--- src/rtl/lsu_pkg.sv ---
// lsu_pkg: funct3 encodings, access sizes, FSM states and widths shared by the
// load/store unit and its lane sub-module.
package lsu_pkg;

    localparam int XLEN  = 32;
    localparam int OFF_W = 2;

    // RV32I load encodings
    localparam logic [2:0] LB  = 3'b000;
    localparam logic [2:0] LH  = 3'b001;
    localparam logic [2:0] LW  = 3'b010;
    localparam logic [2:0] LBU = 3'b100;
    localparam logic [2:0] LHU = 3'b101;

    // RV32I store encodings
    localparam logic [2:0] SB  = 3'b000;
    localparam logic [2:0] SH  = 3'b001;
    localparam logic [2:0] SW  = 3'b010;

    // Access size carried in funct3[1:0]
    localparam logic [1:0] SZ_BYTE = 2'b00;
    localparam logic [1:0] SZ_HALF = 2'b01;
    localparam logic [1:0] SZ_WORD = 2'b10;

    typedef enum logic [2:0] {
        IDLE,
        LOAD,
        RMW_RD,
        WRITE,
        RESP
    } lsu_state_e;

    // True when funct3 names an access this unit implements.
    function automatic logic f3_legal(input logic is_store, input logic [2:0] f3);
        if (is_store)
            return (f3 == SB) || (f3 == SH) || (f3 == SW);
        return (f3 == LB) || (f3 == LH) || (f3 == LW) || (f3 == LBU) || (f3 == LHU);
    endfunction

endpackage

--- src/rtl/lsu_lane.sv ---
// lsu_lane: combinational little-endian lane logic. Extracts and extends the
// addressed byte/halfword of a loaded word, and splices a store's byte/halfword
// into the old memory word (the memory has no byte enables).
module lsu_lane
    import lsu_pkg::*;
(
    input  logic [XLEN-1:0]  word,
    input  logic [OFF_W-1:0] off,
    input  logic [2:0]       funct3,
    input  logic [XLEN-1:0]  wdata,
    output logic [XLEN-1:0]  load_data,
    output logic [XLEN-1:0]  store_word
);

    logic [4:0]        shamt;
    logic [XLEN-1:0]   lane;
    logic [XLEN-1:0]   mask;
    logic signed [7:0]  lane_b;
    logic signed [15:0] lane_h;

    // Byte offset into bit shift; offsets are already naturally aligned.
    assign shamt  = {off, 3'b000};
    assign lane   = word >> shamt;
    assign lane_b = lane[7:0];
    assign lane_h = lane[15:0];

    // Pick the load lane and sign- or zero-extend it to a full word
    always_comb begin
        load_data = '0;
        case (funct3)
            LB:      load_data = {{(XLEN-8){lane_b[7]}}, lane_b};
            LH:      load_data = {{(XLEN-16){lane_h[15]}}, lane_h};
            LW:      load_data = word;
            LBU:     load_data = {{(XLEN-8){1'b0}}, lane[7:0]};
            LHU:     load_data = {{(XLEN-16){1'b0}}, lane[15:0]};
            default: load_data = '0;
        endcase
    end

    // Merge the store lane into the old word; full-word stores pass straight through
    always_comb begin
        mask = '1;
        case (funct3[1:0])
            SZ_BYTE: mask = {{(XLEN-8){1'b0}}, 8'hFF};
            SZ_HALF: mask = {{(XLEN-16){1'b0}}, 16'hFFFF};
            default: mask = '1;
        endcase
        store_word = (word & ~(mask << shamt)) | ((wdata & mask) << shamt);
    end

endmodule

--- src/rtl/lsu_core.sv ---
// lsu_core: single-outstanding load/store unit in front of a word-wide data
// memory with one write enable. Sub-word stores are done as read-modify-write.
// Optional feature: define LSU_MISALIGN_TRAP_EN to report misaligned halfword /
// word accesses as errors; otherwise their low address bits are forced to
// natural alignment and the access proceeds.
module lsu_core
    import lsu_pkg::*;
#(
    parameter int ADDR_W = 32,
    parameter int DATA_W = 32
) (
    input  logic              clk,
    input  logic              reset,
    input  logic              req_valid,
    output logic              req_ready,
    input  logic              req_store,
    input  logic [2:0]        req_funct3,
    input  logic [ADDR_W-1:0] req_addr,
    input  logic [DATA_W-1:0] req_wdata,
    output logic              resp_valid,
    input  logic              resp_ready,
    output logic [DATA_W-1:0] resp_rdata,
    output logic              resp_err,
    output logic [ADDR_W-1:0] mem_addr,
    output logic [DATA_W-1:0] mem_data_in,
    output logic              mem_write_en,
    input  logic [DATA_W-1:0] mem_data_out
);

    lsu_state_e        state;
    logic [1:0]        size;
    logic [OFF_W-1:0]  eff_off;
    logic              acc_err;
    logic              accept;

    logic [2:0]        cap_f3;
    logic [OFF_W-1:0]  cap_off;
    logic [DATA_W-1:0] cap_wdata;

    logic [DATA_W-1:0] lane_rdata;
    logic [DATA_W-1:0] lane_wword;

    assign size   = req_funct3[1:0];
    assign accept = (state == IDLE) && req_valid;

    // Lane offset actually used: halfword/word offsets rounded down to natural alignment
    always_comb begin
        eff_off = req_addr[1:0];
        case (size)
            SZ_HALF: eff_off = {req_addr[1], 1'b0};
            SZ_WORD: eff_off = 2'b00;
            default: eff_off = req_addr[1:0];
        endcase
    end

`ifdef LSU_MISALIGN_TRAP_EN
    logic misal;
    assign misal   = ((size == SZ_HALF) && req_addr[0]) ||
                     ((size == SZ_WORD) && (req_addr[1:0] != 2'b00));
    assign acc_err = !f3_legal(req_store, req_funct3) || misal;
`else
    assign acc_err = !f3_legal(req_store, req_funct3);
`endif

    // Hold the request fields the later states need; data only, no reset required
    always_ff @(posedge clk) begin
        if (accept) begin
            cap_f3    <= req_funct3;
            cap_off   <= eff_off;
            cap_wdata <= req_wdata;
        end
    end

    lsu_lane u_lane (
        .word       (mem_data_out),
        .off        (cap_off),
        .funct3     (cap_f3),
        .wdata      (cap_wdata),
        .load_data  (lane_rdata),
        .store_word (lane_wword)
    );

    // Request FSM with all handshake and memory-port outputs registered
    always_ff @(posedge clk or negedge reset) begin
        if (!reset) begin
            state        <= IDLE;
            req_ready    <= 1'b1;
            resp_valid   <= 1'b0;
            resp_rdata   <= '0;
            resp_err     <= 1'b0;
            mem_addr     <= '0;
            mem_data_in  <= '0;
            mem_write_en <= 1'b0;
        end else begin
            case (state)
                IDLE: begin
                    if (req_valid) begin
                        req_ready  <= 1'b0;
                        mem_addr   <= {2'b00, req_addr[ADDR_W-1:2]};
                        resp_rdata <= '0;
                        resp_err   <= acc_err;
                        if (acc_err) begin
                            resp_valid <= 1'b1;
                            state      <= RESP;
                        end else if (!req_store) begin
                            state <= LOAD;
                        end else if (size == SZ_WORD) begin
                            mem_data_in  <= req_wdata;
                            mem_write_en <= 1'b1;
                            state        <= WRITE;
                        end else begin
                            state <= RMW_RD;
                        end
                    end
                end
                LOAD: begin
                    resp_rdata <= lane_rdata;
                    resp_valid <= 1'b1;
                    state      <= RESP;
                end
                RMW_RD: begin
                    mem_data_in  <= lane_wword;
                    mem_write_en <= 1'b1;
                    state        <= WRITE;
                end
                WRITE: begin
                    mem_write_en <= 1'b0;
                    resp_valid   <= 1'b1;
                    state        <= RESP;
                end
                RESP: begin
                    if (resp_ready) begin
                        resp_valid <= 1'b0;
                        req_ready  <= 1'b1;
                        state      <= IDLE;
                    end
                end
                default: begin
                    state        <= IDLE;
                    req_ready    <= 1'b1;
                    resp_valid   <= 1'b0;
                    mem_write_en <= 1'b0;
                end
            endcase
        end
    end

endmodule

--- config.mk ---
export PLATFORM = sky130hd
export DESIGN_NAME = lsu_core
export DESIGN_NICKNAME = d
export VERILOG_FILES = /design/src/rtl/lsu_pkg.sv /design/src/rtl/lsu_lane.sv /design/src/rtl/lsu_core.sv
export SDC_FILE = /design/constraint.sdc
export NUM_CORES = 1
export LEC_CHECK = 0
export ABC_CLOCK_PERIOD_IN_PS = 2200
export BUFFER_PORTS_ARGS = -buffer_cell sky130_fd_sc_hd__buf_2
export CAP_MARGIN = 40
export CORE_MARGIN = 2
export CORE_UTILIZATION = 41
export CTS_CLUSTER_SIZE = 25
export DETAILED_ROUTE_END_ITERATION = 8
export HOLD_SLACK_MARGIN = 0.05
export PLACE_DENSITY = 0.69
export SYNTH_ARGS = -nofsm -noshare
export SYNTH_HDL_FRONTEND = slang
export SYNTH_SLANG_ARGS = --single-unit
--- constraint.sdc ---
create_clock -name clk -period 2.2 [get_ports clk]
set_input_delay 0.22 -clock clk [delete_from_list [all_inputs] [get_ports clk]]
set_output_delay 0.22 -clock clk [all_outputs]
set_load 0.1 [all_outputs]
==> key figures <==
STA
  – Post-route worst setup slack: 0.271 ns
  – Fin Setup TNS: 0 ns
  – Final hold vios: 0
  – Min Tclk post-route: around 1.9 ns
  – RSZ-0062 raised after global routing: false
  – Max-slew violation count: 0
  – Worst slew pin tran: about 0.74 ns
  – Max-slew headroom: 50.4%
  – Setup violators final: 0
  – Fin crit share: 87.7%
  – Final Hold Slack: ~0.097 ns
  – Clock skew: 0.00997 ns
  – Fmax: about 520 MHz

Finish
  – Commonest non-fill, non-tap cell in the layout: buf_2
  – N_diodes: 0
  – Number of fill cells: 1,375
  – FF/Latch Area: between 0.003 and 0.004 sq mm
  – NumNets Final: between 900 and 1,000
  – Area Overhead vs Synth: 38.5%
  – Multi-input logic area: 0.00269 sq mm
  – Layout cells sized above 1: 32.2%
  – Commonest cells after routing, fill and taps aside: buf_2, nand2_1, dfrtp_1
  – Non-Filler Instances: 1,120

Floorplan
  – Core Footprint: 0.0159 sq mm
  – Die area: 0.0173 sq mm
  – Row count: 46
  – Die height: 131 um
  – Initial core utilization: 41.9%
  – IO Pins: roughly 200
  – Die W: 131 um

Power and ir drop
  – P_leak: 4.39 nW
  – Power Total: around 0.016 W
  – Peak supply drop: ~0.0015 V
  – Pwr/cell area: around 1800 mW/mm^2

Clock tree
  – Clk_lat worst skew: 0.43 ns
  – Total setup buffers inserted after CTS: 0
  – Total CTS buffers: 17
  – Root Driver: clkbuf_16
  – Clock Path Buffers: 2
  – Clock Pin Slew Worst Setup and Hold Paths: 0.06 ns
  – TritonCTS clock tree: yes
  – H-tree Lvls: 4
  – Clock sink total: around 140

Placed design
  – Detailed Place HPWL: ~16,000 um
  – PortBufs: 201
  – Routability Congestion: between 0.9 and 1
  – Inst Count DP: a little over 1,000
  – Setup WS pre-CTS: about 0.31 ns

Synthesis
  – Post-synthesis cell type count: 57
  – Synth top area cells: dfrtp_1, edfxtp_1, nand2_1
  – Adder-cell share of the synthesized area: less than 1%
  – Top cell type's share of synthesized area: 37.6%
  – Avg Inst Size Synth: 10.6 sq um
  – Register bit total from synthesis: 138
  – Synth Area in Simple Gates: 12.5%
  – Compound-gate portion of the synthesized area: 23.1%
  – Post-synth EDFFs: 37
  – Yosys warns: 0
  – Top_reg_cell synth: dfrtp_1
  – Main combinational cell family by area after synthesis: compound AO/OA/AOI/OAI gates
  – Register area share after synthesis: 54.7%
  – Xor and xnor area share after synthesis: 0%
  – Mux share of post-synthesis cell area: 4.10%
  – Syn Std Cell Area: around 0.0067 sq mm
  – Ys async rst share: 73.2%
  – Cells after Synth: 630
  – Cell taking the most area after synthesis: dfrtp_1

Routing
  – Initial DRC count: 561
  – Vias: 6,276
  – Wire per inst: 20.3 um
  – Drt first pass iters: 5
  – Final ANT Viol Nets: 0
  – Vias per cell: 5.60
  – Final wirelength: 22,700 um
  – DRC: 0

GRT
  – First-pass GRT wire length: roughly 36,000 um
  – Antenna violations before repair: 0
  – Vias in the first global route: approximately 6,200
  – Global-route usage over all layers: about a quarter
  – Largest net degree at the start of global routing: 54
  – GR Overflow Total: 0

Setup path
  – Endpoint class of the critical path: flip-flop
  – Crit Path Category: reg2reg
  – Reg2reg setup slack: 0.27 ns
  – CP max FO: 16
  – Arr. time, crit path: 2.29 ns
  – Worst setup SP type: flip-flop
  – CP Data Required Time: about 2.6 ns

Outcome
  – Status: finished clean

Hold path
  – Type of the most critical hold path: in2reg

Job
  – Max cap viols: 0
-- Yosys cell counts, drive strengths merged (3+ instances only) --
cell       n
a221o     25
inv       18
o21a       4
ha         3
a21o       8
o22ai     16
or2        7
a21oi     22
nor2      39
o221a      8
dfrtp    100
a31oi      8
mux2       8
o2bb2ai    9
a22oi     22
o21ai     28
nand2    104
nor2b      4
mux2i     16
o31ai      3
clkbuf    17
nor3      22
or3b       3
a221oi    16
edfxtp    37
a211oi    24
buf       35
-- per-layer routing --
layer | wire [um] | global-route usage, % | vias to the layer above
met1 | 10000 | 37.5 | 3031
met4 | 298 | 7.19 | 0
met2 | 10500 | 41.3 | 334
li1 | - | - | 2886
met3 | 1910 | 6.94 | 25
met5 | 0 | 0 | -
-- what timing repair did --
action,in CTS,in global routing
hold endpoints to repair,91,0
setup endpoints to repair,0,2
hold buffers,66,0
gates resized for setup,0,1
-- per-stage QoR --
stage / cell area, sq um / utilization (%)
finish: 9210 / 58.0
global route: 9210 / 58.0
CTS: 9210 / 58.0
detailed placement: 7940 / 50.0
global placement: 7940 / 50.0
floorplan: 6660 / -
-- final timing paths --
kind	cells past startpoint	from	end
worst max-delay path	4	cap_off[0]	resp_rdata[26]
worst min-delay path	2	mem_data_out[18]	resp_rdata[18]
worst max register to register	4	cap_off[0]	resp_rdata[26]
worst min register to register	2	mem_addr[12]	mem_addr[12]
max in group asynchronous	3	reset	mem_data_in[25]
min in group asynchronous	2	reset	resp_rdata[22]
-- cells by family (layout without fill, tap and decap cells) --
family,count (synthesis),after routing
DFF,138,138
AOI/OAI and AO/OA,205,205
buffers and inverters,70,343
adders and majority gates,3,3
other,1,2
and+or+nand+nor,188,188
muxes,25,25
-- where the power goes --
| part | internal [W] | switching (W) | total (W) |
|---|---|---|---|
| clock network | 0.00183 | 0.00111 | 0.00294 |
| logic | 0.00168 | 0.00734 | 0.00902 |
| registers | 0.00358 | 0.000615 | 0.00419 |
-- flip-flops by register name (all words and copies together), names as in the netlist --
signal and flops:
req_ready 1, resp_rdata 32, cap_wdata 32, mem_addr 30, cap_off 2, mem_write_en 1, state 3, resp_err 1
resp_valid 1, cap_f3 3, mem_data_in 32
-- worst max-delay path: stages, from the launching register on --
cell      delay, ns
edfxtp_1       0.49
nor2b_1        0.60
a221o_1        0.33
o211a_4        0.30
a221o_1        0.14
-- cell type report --
cell class,count,share of cell area (%)
Clock buffer,22,5.39
Timing Repair Buffer,294,21.0
Tap cell,216,2.93
Sequential cell,138,39.5
Inverter,18,0.734
Multi-Input combinational cell,423,29.2
Clock inverter,9,1.18
Note: power is estimated with default switching activity, not from simulation.
